## config.mk

```make
export PLATFORM = sky130hd
export DESIGN_NAME = spi_master_param
export DESIGN_NICKNAME = d
export VERILOG_FILES = /design/src/rtl/spi_master_param_pkg.sv /design/src/rtl/spi_master_param_clk_tick.sv /design/src/rtl/spi_master_param.sv
export SDC_FILE = /design/constraint.sdc
export NUM_CORES = 1
export LEC_CHECK = 0
export BUFFER_PORTS_ARGS = -buffer_cell sky130_fd_sc_hd__buf_2
export CORE_ASPECT_RATIO = 1.4
export CORE_UTILIZATION = 50
export DETAILED_ROUTE_END_ITERATION = 7
export PLACE_DENSITY = 0.73
export SYNTH_ARGS = -nofsm -noshare
export SYNTH_HDL_FRONTEND = slang
export SYNTH_SLANG_ARGS = --single-unit
```

## constraint.sdc

```tcl
create_clock -name clk -period 1.83 [get_ports clk]
set_input_delay 0.183 -clock clk [delete_from_list [all_inputs] [get_ports clk]]
set_output_delay 0.183 -clock clk [all_outputs]
set_load 0.05 [all_outputs]
```

## src/rtl/spi_master_param_pkg.sv

```systemverilog
// Shared definitions for the parametrised SPI master.
// Contents: FSM state encoding, the four SPI mode codes packed as
// {cpol, cpha}, and helpers that unpack a latched mode word.
package spi_master_param_pkg;

  typedef enum logic [1:0] {
    ST_IDLE  = 2'd0,
    ST_SETUP = 2'd1,
    ST_SHIFT = 2'd2,
    ST_HOLD  = 2'd3
  } state_e;

  // Mode codes are {cpol, cpha}
  localparam logic [1:0] MODE0 = 2'b00;
  localparam logic [1:0] MODE1 = 2'b01;
  localparam logic [1:0] MODE2 = 2'b10;
  localparam logic [1:0] MODE3 = 2'b11;

  function automatic logic mode_cpol(input logic [1:0] m);
    return (m == MODE2) || (m == MODE3);
  endfunction

  function automatic logic mode_cpha(input logic [1:0] m);
    return (m == MODE1) || (m == MODE3);
  endfunction

endpackage

```

## src/rtl/spi_master_param_clk_tick.sv

```systemverilog
// Half-period tick generator for the SPI master.
// Ports:
//   clk      system clock
//   RST      asynchronous active-high reset
//   clear_i  restarts the count (asserted on frame accept)
//   tick_o   one-cycle pulse every CLK_DIV clock cycles after a clear
module spi_master_param_clk_tick
  import spi_master_param_pkg::*;
#(
  parameter int CLK_DIV = 4
) (
  input  logic clk,
  input  logic RST,
  input  logic clear_i,
  output logic tick_o
);

  localparam int CNT_W = $clog2(CLK_DIV + 1);
  localparam logic [CNT_W-1:0] LAST = CNT_W'(CLK_DIV - 1);

  logic [CNT_W-1:0] cnt_q, cnt_d;

  // Count 0..CLK_DIV-1 and wrap; a clear forces the first tick of a
  // frame to land exactly CLK_DIV cycles after the accept edge.
  always_comb begin
    cnt_d = cnt_q + 1'b1;
    if (clear_i || (cnt_q == LAST)) begin
      cnt_d = '0;
    end
  end

  always_ff @(posedge clk or posedge RST) begin
    if (RST) begin
      cnt_q <= '0;
    end else begin
      cnt_q <= cnt_d;
    end
  end

  assign tick_o = (cnt_q == LAST);

endmodule

```

## src/rtl/spi_master_param.sv

```systemverilog
// Parametrised full-duplex SPI master (modes 0-3, NUM_CS selects).
// Ports:
//   clk, RST            clock, asynchronous active-high reset
//   tx_valid/tx_ready   one-word handshake; tx_ready only in IDLE
//   tx_data, tx_cs_sel  word and chip-select index, sampled at accept
//   cpol, cpha          SPI mode, sampled at accept
//   spi_cs              active-low chip selects
//   spi_clk, spi_data   SCLK and MOSI
//   spi_miso            MISO
//   rx_data, rx_valid   received word and its one-cycle strobe
//   busy                inverse of tx_ready
module spi_master_param
  import spi_master_param_pkg::*;
#(
  parameter int DATA_W    = 8,
  parameter int CLK_DIV   = 4,
  parameter int NUM_CS    = 1,
  parameter int CS_SETUP  = 1,
  parameter int CS_HOLD   = 1,
  parameter int LSB_FIRST = 0,
  localparam int CS_W     = (NUM_CS > 1) ? $clog2(NUM_CS) : 1
) (
  input  logic              clk,
  input  logic              RST,
  input  logic              tx_valid,
  output logic              tx_ready,
  input  logic [DATA_W-1:0] tx_data,
  input  logic [CS_W-1:0]   tx_cs_sel,
  input  logic              cpol,
  input  logic              cpha,
  output logic [NUM_CS-1:0] spi_cs,
  output logic              spi_clk,
  output logic              spi_data,
  input  logic              spi_miso,
  output logic [DATA_W-1:0] rx_data,
  output logic              rx_valid,
  output logic              busy
);

  localparam int BIT_W   = $clog2(2 * DATA_W + 1);
  localparam int DLY_MAX = (CS_SETUP > CS_HOLD) ? CS_SETUP : CS_HOLD;
  localparam int DLY_W   = $clog2(DLY_MAX + 1);
  localparam logic [BIT_W-1:0] LAST_EDGE  = BIT_W'(2 * DATA_W);
  localparam logic [DLY_W-1:0] SETUP_LAST = DLY_W'(CS_SETUP - 1);
  localparam logic [DLY_W-1:0] HOLD_LAST  = DLY_W'(CS_HOLD);

  state_e              state_q, state_d;
  logic [BIT_W-1:0]    edge_q, edge_d;
  logic [DLY_W-1:0]    dly_q, dly_d;
  logic [1:0]          mode_q, mode_d;
  logic [DATA_W-1:0]   txsh_q, txsh_d;
  logic [DATA_W-1:0]   rxsh_q, rxsh_d;
  logic [DATA_W-1:0]   rxdata_q, rxdata_d;
  logic                rxvalid_q, rxvalid_d;
  logic [NUM_CS-1:0]   cs_q, cs_d;
  logic                sclk_q, sclk_d;
  logic                mosi_q, mosi_d;
  logic [NUM_CS-1:0]   cs_sel_mask;
  logic [BIT_W-1:0]    cur_k;
  logic                edge_go;
  logic                accept;
  logic                tick;

  assign tx_ready = (state_q == ST_IDLE);
  assign busy     = ~tx_ready;
  assign accept   = tx_valid && tx_ready;

  spi_master_param_clk_tick #(
    .CLK_DIV (CLK_DIV)
  ) u_tick (
    .clk     (clk),
    .RST     (RST),
    .clear_i (accept),
    .tick_o  (tick)
  );

  // An out-of-range index matches no bit, so the frame runs deselected.
  always_comb begin
    cs_sel_mask = '1;
    for (int i = 0; i < NUM_CS; i++) begin
      if (tx_cs_sel == CS_W'(i)) begin
        cs_sel_mask[i] = 1'b0;
      end
    end
  end

  // Next-state logic. The tick that ends SETUP is also SCLK edge 1, and
  // HOLD waits CS_HOLD+1 ticks so CS rises one extra half-period after
  // the last edge. Edge actions are shared between SETUP and SHIFT.
  always_comb begin
    state_d   = state_q;
    edge_d    = edge_q;
    dly_d     = dly_q;
    mode_d    = mode_q;
    txsh_d    = txsh_q;
    rxsh_d    = rxsh_q;
    rxdata_d  = rxdata_q;
    rxvalid_d = 1'b0;
    cs_d      = cs_q;
    sclk_d    = sclk_q;
    mosi_d    = mosi_q;
    edge_go   = 1'b0;
    cur_k     = edge_q + 1'b1;

    case (state_q)
      ST_IDLE: begin
        if (tx_valid) begin
          state_d = ST_SETUP;
          dly_d   = '0;
          edge_d  = '0;
          mode_d  = {cpol, cpha};
          sclk_d  = cpol;
          txsh_d  = tx_data;
          mosi_d  = (LSB_FIRST != 0) ? tx_data[0] : tx_data[DATA_W-1];
          cs_d    = cs_sel_mask;
        end
      end
      ST_SETUP: begin
        if (tick) begin
          if (dly_q == SETUP_LAST) begin
            state_d = ST_SHIFT;
            cur_k   = BIT_W'(1);
            edge_go = 1'b1;
          end else begin
            dly_d = dly_q + 1'b1;
          end
        end
      end
      ST_SHIFT: begin
        if (tick) begin
          edge_go = 1'b1;
          if (cur_k == LAST_EDGE) begin
            state_d = ST_HOLD;
            dly_d   = '0;
          end
        end
      end
      ST_HOLD: begin
        if (tick) begin
          if (dly_q == HOLD_LAST) begin
            state_d   = ST_IDLE;
            cs_d      = '1;
            rxdata_d  = rxsh_q;
            rxvalid_d = 1'b1;
            sclk_d    = mode_cpol(mode_q);
          end else begin
            dly_d = dly_q + 1'b1;
          end
        end
      end
      default: state_d = ST_IDLE;
    endcase

    // Odd edges are leading. cpha=0 samples on leading and shifts on
    // trailing; cpha=1 does the reverse, skipping edge 1 because the
    // first bit is already on the line from accept.
    if (edge_go) begin
      edge_d = cur_k;
      sclk_d = ~sclk_q;
      if (mode_cpha(mode_q) ? ~cur_k[0] : cur_k[0]) begin
        rxsh_d = (LSB_FIRST != 0) ? {spi_miso, rxsh_q[DATA_W-1:1]}
                                  : {rxsh_q[DATA_W-2:0], spi_miso};
      end
      if (mode_cpha(mode_q) ? (cur_k[0] && (cur_k != BIT_W'(1)))
                            : (!cur_k[0] && (cur_k != LAST_EDGE))) begin
        if (LSB_FIRST != 0) begin
          txsh_d = txsh_q >> 1;
          mosi_d = txsh_q[1];
        end else begin
          txsh_d = txsh_q << 1;
          mosi_d = txsh_q[DATA_W-2];
        end
      end
    end
  end

  // State and datapath registers; reset drops any frame in flight.
  always_ff @(posedge clk or posedge RST) begin
    if (RST) begin
      state_q   <= ST_IDLE;
      edge_q    <= '0;
      dly_q     <= '0;
      mode_q    <= MODE0;
      txsh_q    <= '0;
      rxsh_q    <= '0;
      rxdata_q  <= '0;
      rxvalid_q <= 1'b0;
      cs_q      <= '1;
      sclk_q    <= 1'b0;
      mosi_q    <= 1'b0;
    end else begin
      state_q   <= state_d;
      edge_q    <= edge_d;
      dly_q     <= dly_d;
      mode_q    <= mode_d;
      txsh_q    <= txsh_d;
      rxsh_q    <= rxsh_d;
      rxdata_q  <= rxdata_d;
      rxvalid_q <= rxvalid_d;
      cs_q      <= cs_d;
      sclk_q    <= sclk_d;
      mosi_q    <= mosi_d;
    end
  end

  assign spi_cs   = cs_q;
  assign spi_clk  = sclk_q;
  assign spi_data = mosi_q;
  assign rx_data  = rxdata_q;
  assign rx_valid = rxvalid_q;

endmodule

```

==> metrics.md <==
| Metric | Value |
|---|---|
| Status | finished, violations left |
| Failing checks | negative hold slack, negative setup slack |
| Final setup skew | 0.009072 ns |
| Max Freq | 0.4878 GHz |
| Die Ht | 76.80 µm |
| Slew Limit Fails | 0 |
| Leakage power | 1.373 nW |
| Delay of the slowest critical-path stage | 0.49 ns |
| Die Wd | 55.43 µm |
| Ant. Diodes | 0 |
| Starting DRT DRC Count | 58 |
| Final worst-path cycle share | 112.0% |
| Fin nets | 245 |
| CTS Root Cell | clkbuf_8 |
| Number of global-route vias before repair | 1552 |
| Ys Warns | 0 |
| Setup CP Type | reg2reg |
| Tot GR Track Use | 22.48% |
| Syn-to-layout area delta | 40.83% |
| Final instance area | 2814 µm² |
| Mapped Area | 1998 µm² |
| Overall power | 4.448 mW |
| Placer congestion estimate | 0.8547 |
| RSZ-0062 raised after global routing | yes |
| Worst EP arrival | 2.23 ns |
| Largest net degree at the start of global routing | 41 |
| Setup crit end kind | flop |
| Area contributors post-synth | dfrtp_1 (49%), mux2_2 (15%), mux2_4 (5.3%) |
| Headroom to the max-slew limit | 66.89% |
| Row Count | 26 |
| Placed Area | 2461 µm² |
| Hold Path Class | in2async |
| Post-synth ARST share | 100.0% |
| Cells after DPL | 248 |
| Register area share after synthesis | 50.16% |
| Share of the synthesized area in the top cell type | 48.84% |
| Worst Tran Pin Value | 0.4967 ns |
| CTS Sinks | 40 |
| P per Cell Area | 1581 nW/µm² |
| Fillers | 232 |
| Final Hold Fails | 4 |
| Setup ws final | -0.2198 ns |
| Drt total wl | 4569 µm |
| Drt wl/cell | 17.24 µm |
| Syn avg cell area | 12.49 µm² |
| H-Tree Depth | 2 |
| FF/Latch Area | 1006 µm² |
| EDFF count, synth | 0 |
| Fin cells | 265 |
| WHS | -0.005884 ns |
| Final Setup Violations | 18 |
| Worst Path Required | 2.01 ns |
| Synth cell types | 41 |
| Core area | 3741 µm² |
| Top_reg_cell synth | dfrtp_1 |
| Post-DRT Antenna Nets | 0 |
| Grt total ovfl | 0 |
| TritonCTS Buffers | 5 |
| Cell taking the most area after synthesis | dfrtp_1 |
| CP max stage cell | or4_1 |
| Post-synth top cells | dfrtp_1 (39), mux2_2 (27), nand2_1 (10) |
| Cell with the most instances after synthesis | dfrtp_1 |
| Port bufs | 28 |
| Clock latency on the worst-skew pair | 0.29 ns |
| First-pass GRT wire length | 7452 µm |
| Largest fanout on the critical path | 8 |
| Via count | 1422 |
| HPWL after detailed placement | 2960 µm |
| Ratio of cells with drive above 1 in the final layout | 60.09% |
| CP Launch Type | flop |
| Initial Utilization | 53.41% |
| Initial antenna violation count | 0 |
| CTS tree | yes |
| Syn nets | 183 |
| Die Area | 4257 µm² |
| CP Cell Sequence | ha_4 -> or4_1 -> o31ai_1 -> a21bo_1 -> buf_12 -> mux2_4 |
| IO Pins | 29 |
| Multi-input gate area | 1151 µm² |
| DR DRC count | 0 |
| DRT Pass-1 Iters | 4 |
| Cell count after synthesis | 160 |
| Vias/cell | 5.366 |
| Fin crit period | 2.050 ns |
| Max rail drop VDD | 1.207 mV |
| Max-cap violations | 0 |
| Worst-path clk slew | 0.08 ns |
| Seq cells post-synth | 40 |
| Max Root-Sink Buffers | 2 |
## state kept, by name (all words and copies together) (netlist names)
register / flops
spi_clk: 1
rxsh_q: 8
spi_data: 1
u_tick.cnt_q: 3
dly_q: 1
state_q: 2
rx_data: 8
mode_q: 2
edge_q: 5
rx_valid: 1
txsh_q: 7
spi_cs: 1
## kinds of logic (layout without fill, tap and decap cells)
kind of cell	count (synthesis)	after routing	share of synthesized area, %
buf+inv	14	77	3.569
xor+xnor	6	6	3.006
compound gates	18	18	6.388
mux	35	35	20.98
simple gates	39	39	10.90
flops	40	40	50.16
fa+ha+maj	8	8	5.010
## area by class of cell
type	instances	area share, %
Multi-Input combinational cell	106	40.91
Sequential cell	40	35.75
Timing Repair Buffer	61	16.23
Clock buffer	5	2.446
Tap cell	42	1.867
Clock inverter	3	1.512
Inverter	8	1.289
## worst paths after layout
check	start	endpoint	slack [ns]	depth (start not counted)
worst min register to register	rx_data[6]	rx_data[6]	0.50	1
min in group clk	spi_miso	rxsh_q[0]	0.12	2
max in group asynchronous	RST	edge_q[0]	1.46	3
worst max register to register	edge_q[0]	txsh_q[4]	-0.22	6
worst min-delay path	RST	u_tick.cnt_q[0]	-0.006	3
worst max-delay path	edge_q[0]	txsh_q[4]	-0.22	6
## routing by layer
metal / up-vias / global-route usage [%] / share of wire [%]
li1: 681 / - / -
met1: 706 / 25.53 / 40
met2: 27 / 41.20 / 57
met3: 8 / 5.396 / 2.3
met4: 0 / 6.500 / 1.2
met5: - / 0 / 0
## worst max-delay path: cells and delay by family (launching register included)
kind,cells,cell delay (ns)
simple gates,1,0.49
flops,1,0.45
compound gates,2,0.31
mux,1,0.30
fa+ha+maj,1,0.25
buf+inv,1,0.14
## placed cells by master, fill, tap and decap left out, drive strengths merged, types with 3 or more instances in the layout
| master | n |
|---|---|
| nand3 | 7 |
| nor2 | 7 |
| buf | 61 |
| xnor2 | 4 |
| nor3 | 3 |
| nand4b | 3 |
| inv | 7 |
| ha | 8 |
| o21ai | 5 |
| clkbuf | 5 |
| mux2 | 34 |
| nand2 | 10 |
| dfrtp | 39 |
## repair_timing
action,in CTS,in global routing
pin swaps,12,8
hold buffers,0,0
resized for setup,20,15
setup buffers,4,5
setup endpoints to repair,19,22
## power breakdown
part	switching (mW)	internal, mW	total [mW]
logic	1.11	1.25	2.36
clock network	0.315	0.403	0.719
registers	0.217	1.15	1.37
total	1.64	2.80	4.45
## stage by stage
step / setup TNS (ns) / setup slack (ns) / utilization [%]
floorplan: -0.7224 / -0.09610 / -
global placement: -0.8797 / -0.1094 / 65.79
detailed placement: -1.397 / -0.1553 / 65.79
CTS: -1.280 / -0.1749 / 72.04
global route: -2.416 / -0.2408 / 75.22
finish: -1.878 / -0.2198 / 75.22
(Power assumes the default switching activity.)
